===== config.mk =====
export PLATFORM = sky130hd
export DESIGN_NAME = multicycle_ctrl
export DESIGN_NICKNAME = d
export VERILOG_FILES = /design/src/rtl/multicycle_ctrl.sv
export SDC_FILE = /design/constraint.sdc
export NUM_CORES = 1
export LEC_CHECK = 0
export BUFFER_PORTS_ARGS = -buffer_cell sky130_fd_sc_hd__buf_2
export CAP_MARGIN = 20
export CORE_ASPECT_RATIO = 0.5
export CORE_MARGIN = 2
export CORE_UTILIZATION = 52
export CTS_CLUSTER_SIZE = 25
export DETAILED_ROUTE_END_ITERATION = 8
export PLACE_DENSITY = 0.84
export SYNTH_ARGS = -nofsm -noshare
export SYNTH_HDL_FRONTEND = slang
export SYNTH_SLANG_ARGS = --single-unit

===== constraint.sdc =====
create_clock -name clk -period 4.8 [get_ports clk]
set_clock_uncertainty 0.05 [all_clocks]
set_input_delay 0 -clock clk [delete_from_list [all_inputs] [get_ports clk]]
set_output_delay 0 -clock clk [all_outputs]
set_load 0.05 [all_outputs]

===== src/rtl/multicycle_ctrl.sv =====
// Multicycle IF/ID/EX/MEM/WB control unit for an RV32I subset.
// Unsupported instructions park the FSM in TRAP until reset.
module multicycle_ctrl #(
    parameter int unsigned CNTWIDTH = 32
) (
    input  logic                clk,
    input  logic                rst,
    input  logic [31:0]         instr,
    input  logic                zero,
    output logic                ALUSrc,
    output logic [3:0]          ALUCtrl,
    output logic                MemRead,
    output logic                MemWrite,
    output logic                MemToReg,
    output logic                RegWrite,
    output logic                loadPC,
    output logic                PCSrc,
    output logic                illegal,
    output logic [CNTWIDTH-1:0] retired
);
    localparam logic [6:0] OP_R  = 7'b0110011;
    localparam logic [6:0] OP_I  = 7'b0010011;
    localparam logic [6:0] OP_LW = 7'b0000011;
    localparam logic [6:0] OP_SW = 7'b0100011;
    localparam logic [6:0] OP_BR = 7'b1100011;

    localparam logic [3:0] ALU_AND = 4'b0000;
    localparam logic [3:0] ALU_OR  = 4'b0001;
    localparam logic [3:0] ALU_ADD = 4'b0010;
    localparam logic [3:0] ALU_XOR = 4'b0101;
    localparam logic [3:0] ALU_SUB = 4'b0110;
    localparam logic [3:0] ALU_SLT = 4'b0111;
    localparam logic [3:0] ALU_SRL = 4'b1000;
    localparam logic [3:0] ALU_SLL = 4'b1001;
    localparam logic [3:0] ALU_SRA = 4'b1010;

    typedef enum logic [2:0] {S_IF, S_ID, S_EX, S_MEM, S_WB, S_TRAP} state_t;

    state_t      state;
    state_t      next_state;
    logic        zero_q;
    logic [6:0]  opcode;
    logic [6:0]  funct7;
    logic [2:0]  funct3;
    logic [4:0]  rd;
    logic        f7_base;
    logic        f7_alt;
    logic        is_r;
    logic        is_i;
    logic        is_lw;
    logic        is_sw;
    logic        is_beq;
    logic        legal;
    logic        writes_rd;
    logic [3:0]  alu_op;
    logic        unused_rs;

    assign opcode    = instr[6:0];
    assign rd        = instr[11:7];
    assign funct3    = instr[14:12];
    assign funct7    = instr[31:25];
    assign f7_base   = (funct7 == 7'b0000000);
    assign f7_alt    = (funct7 == 7'b0100000);
    assign unused_rs = ^instr[24:15];
    assign legal     = is_r | is_i | is_lw | is_sw | is_beq;
    assign writes_rd = (is_r | is_i | is_lw) & (rd != 5'd0);

    // Instruction decode: class flags are only set for supported encodings
    always_comb begin
        is_r   = 1'b0;
        is_i   = 1'b0;
        is_lw  = 1'b0;
        is_sw  = 1'b0;
        is_beq = 1'b0;
        alu_op = ALU_ADD;
        case (opcode)
            OP_R: begin
                case (funct3)
                    3'b000: begin is_r = f7_base | f7_alt; alu_op = f7_alt ? ALU_SUB : ALU_ADD; end
                    3'b001: begin is_r = f7_base; alu_op = ALU_SLL; end
                    3'b010: begin is_r = f7_base; alu_op = ALU_SLT; end
                    3'b100: begin is_r = f7_base; alu_op = ALU_XOR; end
                    3'b101: begin is_r = f7_base | f7_alt; alu_op = f7_alt ? ALU_SRA : ALU_SRL; end
                    3'b110: begin is_r = f7_base; alu_op = ALU_OR; end
                    3'b111: begin is_r = f7_base; alu_op = ALU_AND; end
                    default: ;
                endcase
            end
            OP_I: begin
                case (funct3)
                    3'b000: begin is_i = 1'b1; alu_op = ALU_ADD; end
                    3'b001: begin is_i = f7_base; alu_op = ALU_SLL; end
                    3'b010: begin is_i = 1'b1; alu_op = ALU_SLT; end
                    3'b100: begin is_i = 1'b1; alu_op = ALU_XOR; end
                    3'b101: begin is_i = f7_base | f7_alt; alu_op = f7_alt ? ALU_SRA : ALU_SRL; end
                    3'b110: begin is_i = 1'b1; alu_op = ALU_OR; end
                    3'b111: begin is_i = 1'b1; alu_op = ALU_AND; end
                    default: ;
                endcase
            end
            OP_LW: is_lw = (funct3 == 3'b010);
            OP_SW: is_sw = (funct3 == 3'b010);
            OP_BR: begin is_beq = (funct3 == 3'b000); alu_op = ALU_SUB; end
            default: ;
        endcase
    end

    // Next state and outputs; strobes are gated by rst so a reset cycle never writes
    always_comb begin
        next_state = state;
        ALUCtrl    = alu_op;
        ALUSrc     = is_i | is_lw | is_sw;
        MemToReg   = is_lw;
        MemRead    = 1'b0;
        MemWrite   = 1'b0;
        RegWrite   = 1'b0;
        loadPC     = 1'b0;
        PCSrc      = 1'b0;
        case (state)
            S_IF:  next_state = S_ID;
            S_ID:  next_state = legal ? S_EX : S_TRAP;
            S_EX:  next_state = S_MEM;
            S_MEM: begin
                next_state = S_WB;
                MemRead    = is_lw & ~rst;
                MemWrite   = is_sw & ~rst;
            end
            S_WB: begin
                next_state = S_IF;
                RegWrite   = writes_rd & ~rst;
                loadPC     = ~rst;
                PCSrc      = is_beq & zero_q & ~rst;
            end
            S_TRAP: begin
                next_state = S_TRAP;
                ALUCtrl    = ALU_AND;
            end
            default: next_state = S_IF;
        endcase
    end

    always_ff @(posedge clk) begin
        if (rst) begin
            state   <= S_IF;
            zero_q  <= 1'b0;
            illegal <= 1'b0;
            retired <= '0;
        end else begin
            state <= next_state;
            if (state == S_EX) zero_q <= zero;
            if (state == S_WB) retired <= retired + CNTWIDTH'(1);
            if (next_state == S_TRAP) illegal <= 1'b1;
        end
    end

endmodule


==> impl_metrics.yaml <==
status:
  outcome: "complete, no violations"
min_path:
  hp-start: "instr[5]"
  holdPathStages: 4
  hold_path.class: "in -> reg"
  hold_end: "state[1]"
sta:
  drv_slew: 0
  post-route-min-period_ns: 2.46
  hold_viol_final: 0
  whs_ns: 0.122
  setup_viol: 0
  max_slew_margin_pct: 47.0
  fin_crit_sh_pct: 51.2
  grt_setup_unrepaired: "false"
  clock.fmax_mhz: 407
  fin_setup_tns_ns: 0
  tightest_slew_ns: 0.788
die:
  die_w_um: 93.0
  core_area_um2: 3840
  dieArea_um2: 4510
  num_rows: 16
  start_util_pct: 53.5
  io-pin-count: 79
  die_h_um: 48.5
clock_network:
  htree_levels: 2
  cts.sinks: 37
  cts-root-buf: "clkbuf_8"
  cts_setup_buffers: 0
  clockBufferDepth: 2
  clk_pin_slew_ns: 0.07
  cts-buffers-inserted: 5
  cts_tree: "done"
  clk_latency_ns: 0.29
routing:
  vias: 2154
  routedWlPerCell_um: 13.3
  first_iter_violations: 92
  routed_wl_mm: 5.05
  vias_per_cell: 5.67
  drcViolationCount: 0
  first_pass_iters: 4
  final_antenna_net_count: 0
setup_path:
  critPathLaunchType: "flop"
  rrSetupSlack_ns: 2.34
  endpoint_kind: "flop"
  r2r_cells: 5
  cp.required_ns: 4.94
  cp_max_fo: 8
  arrival_ns: 2.59
  path_class: "reg -> reg"
  rr_startpoint: "retired[3]"
  timing.rr.end: "retired[31]"
power:
  power_frac_comb_pct: 9.3
  p_clk_share_pct: 37.0
  p_seq_share_pct: 53.7
  internal-power_uw: 444
  switching_share_pct: 24.3
  leakage_uw: 0.00105
  power_uw: 587
  p_switching_uw: 142
  peakVddDrop_mv: 0.115
  power-per-cell-area_nw_per_um2: 233
place:
  dp_hpwl_mm: 3.68
  io_buffers: 68
  gp_congestion: 0.812
  placed_cell_area_um2: 2420
global_routing:
  grt_pass1_wl_mm: 8.30
  grt_max_degree: 42
  grt_pass1_vias: 1979
  gr-usage-all-layers_pct: 22.6
  antenna_found_initial: 0
  grt_remaining_overflow: 0
synth:
  synth_area_leaders: "dfxtp_1 36%, nor2_1 6.7%, nand4_1 4.9%"
  syn_inst: 261
  syn_avg_cell_area_um2: 7.89
  synth.distinct_cells: 48
  syn_area_um2: 2060
  yosys.area.top_type: "dfxtp_1"
  synth-async-reset-ratio_pct: 0
  synth-edff-count: 0
  yosysWarnings: 0
  yosysSeqAreaShare_pct: 36.0
  synth_top_area_share_pct: 36.0
  ys_seq_elements: 37
  ys.flop_type: "dfxtp_1"
  synthTopCellsByCount: "37 x dfxtp_1, 37 x nor2_1, 16 x nand4_1"
  synth_nets: 297
cells_and_area:
  layout-drive-gt1-share_pct: 25.2
  design_area_um2: 2520
  num-nets-final: 362
  diodes: 0
  fill_cells: 345
  syn_to_final_growth_pct: 22.4
  fin_util_pct: 65.6
flow_run:
  drv_cap: 0
## cell type report
cell class / instances / area, um^2 / share of cell area [%]
repair buffers: 69 / 350 / 13.9
multi-input cells: 199 / 1220 / 48.5
flip-flops and latches: 37 / 741 / 29.4
inverters: 14 / 52.6 / 2.09
clock buffers: 7 / 86.3 / 3.43
well taps: 54 / 67.6 / 2.68
## kinds of logic after synthesis
logic type	after synthesis	synth area share, %
compound gates	40	11.9
xor+xnor	21	8.94
fa+ha+maj	1	0.608
buf+inv	25	4.62
flops	37	36.0
mux	2	1.03
simple gates	135	37.0
## flip-flops by register name (all words and copies together), names as in the netlist
| signal | count |
|---|---|
| zero_q | 1 |
| illegal | 1 |
| retired | 32 |
| state | 3 |
## power by group through the flow
| stage | clock (uW) | combinational (uW) | sequential [uW] |
|---|---|---|---|
| after floorplan | 0 | 31.6 | 325 |
| after global placement | 0 | 51.8 | 322 |
| after detailed placement | 0 | 53.2 | 322 |
| after CTS | 220 | 53.8 | 315 |
| after global routing | 232 | 59.5 | 316 |
| final | 217 | 54.4 | 315 |
## timing repair
action	CTS	global route
hold endpoints to repair	1	0
resized for setup	0	0
hold buffers	1	0
## how the worst max path moves through the flow
stage	cells after the start	endpoint	startpoint	slack, ns
6_report	5	retired[31]	retired[3]	2.34
5_1_grt	5	retired[31]	retired[3]	2.25
4_1_cts	5	retired[31]	retired[4]	2.38
3_5_place_dp	5	retired[31]	retired[4]	2.49
3_3_place_gp	5	retired[31]	retired[3]	2.51
2_1_floorplan	5	RegWrite	instr[3]	2.42
## worst max-delay path, cell delays in order (launching register included)
cell	delay (ns)
dfxtp_1	0.42
and4_1	0.39
nand4_1	0.27
nor4_1	0.72
nand4_1	0.20
mux2_2	0.30
## cells in the final DEF, fill, tap and decap left out, drive strengths merged, types with 3 or more instances in the layout
cell,instances
xor2,10
nand2b,4
buf,68
a31oi,3
nand3,13
and4,4
clkbuf,7
o21ai,13
and3,5
nand2,13
nor4,5
nand4,16
nor2b,6
nor3,9
nand3b,4
or3,5
nor2,37
and2,4
xnor2,11
dfxtp,37
inv,14
a21oi,12
## metrics by stage
stage          std cells  setup slack [ns]
6_report             380              2.34
3_3_place_gp         372              2.51
5_1_grt              380              2.25
2_1_floorplan        261              2.42
4_1_cts              380              2.38
3_5_place_dp         372              2.49
## routing by layer
metal  share of wire, %  vias up  global-route usage [%]  wire length [um]
met5                  0        -                       0                 0
met4                1.7        0                    9.56                87
met3                6.4       12                    4.05               325
met2                 49       98                    40.5              2470
met1                 43      986                    26.9              2170
li1                   -     1058                       -                 -
Note: power is estimated with default switching activity, not from simulation.
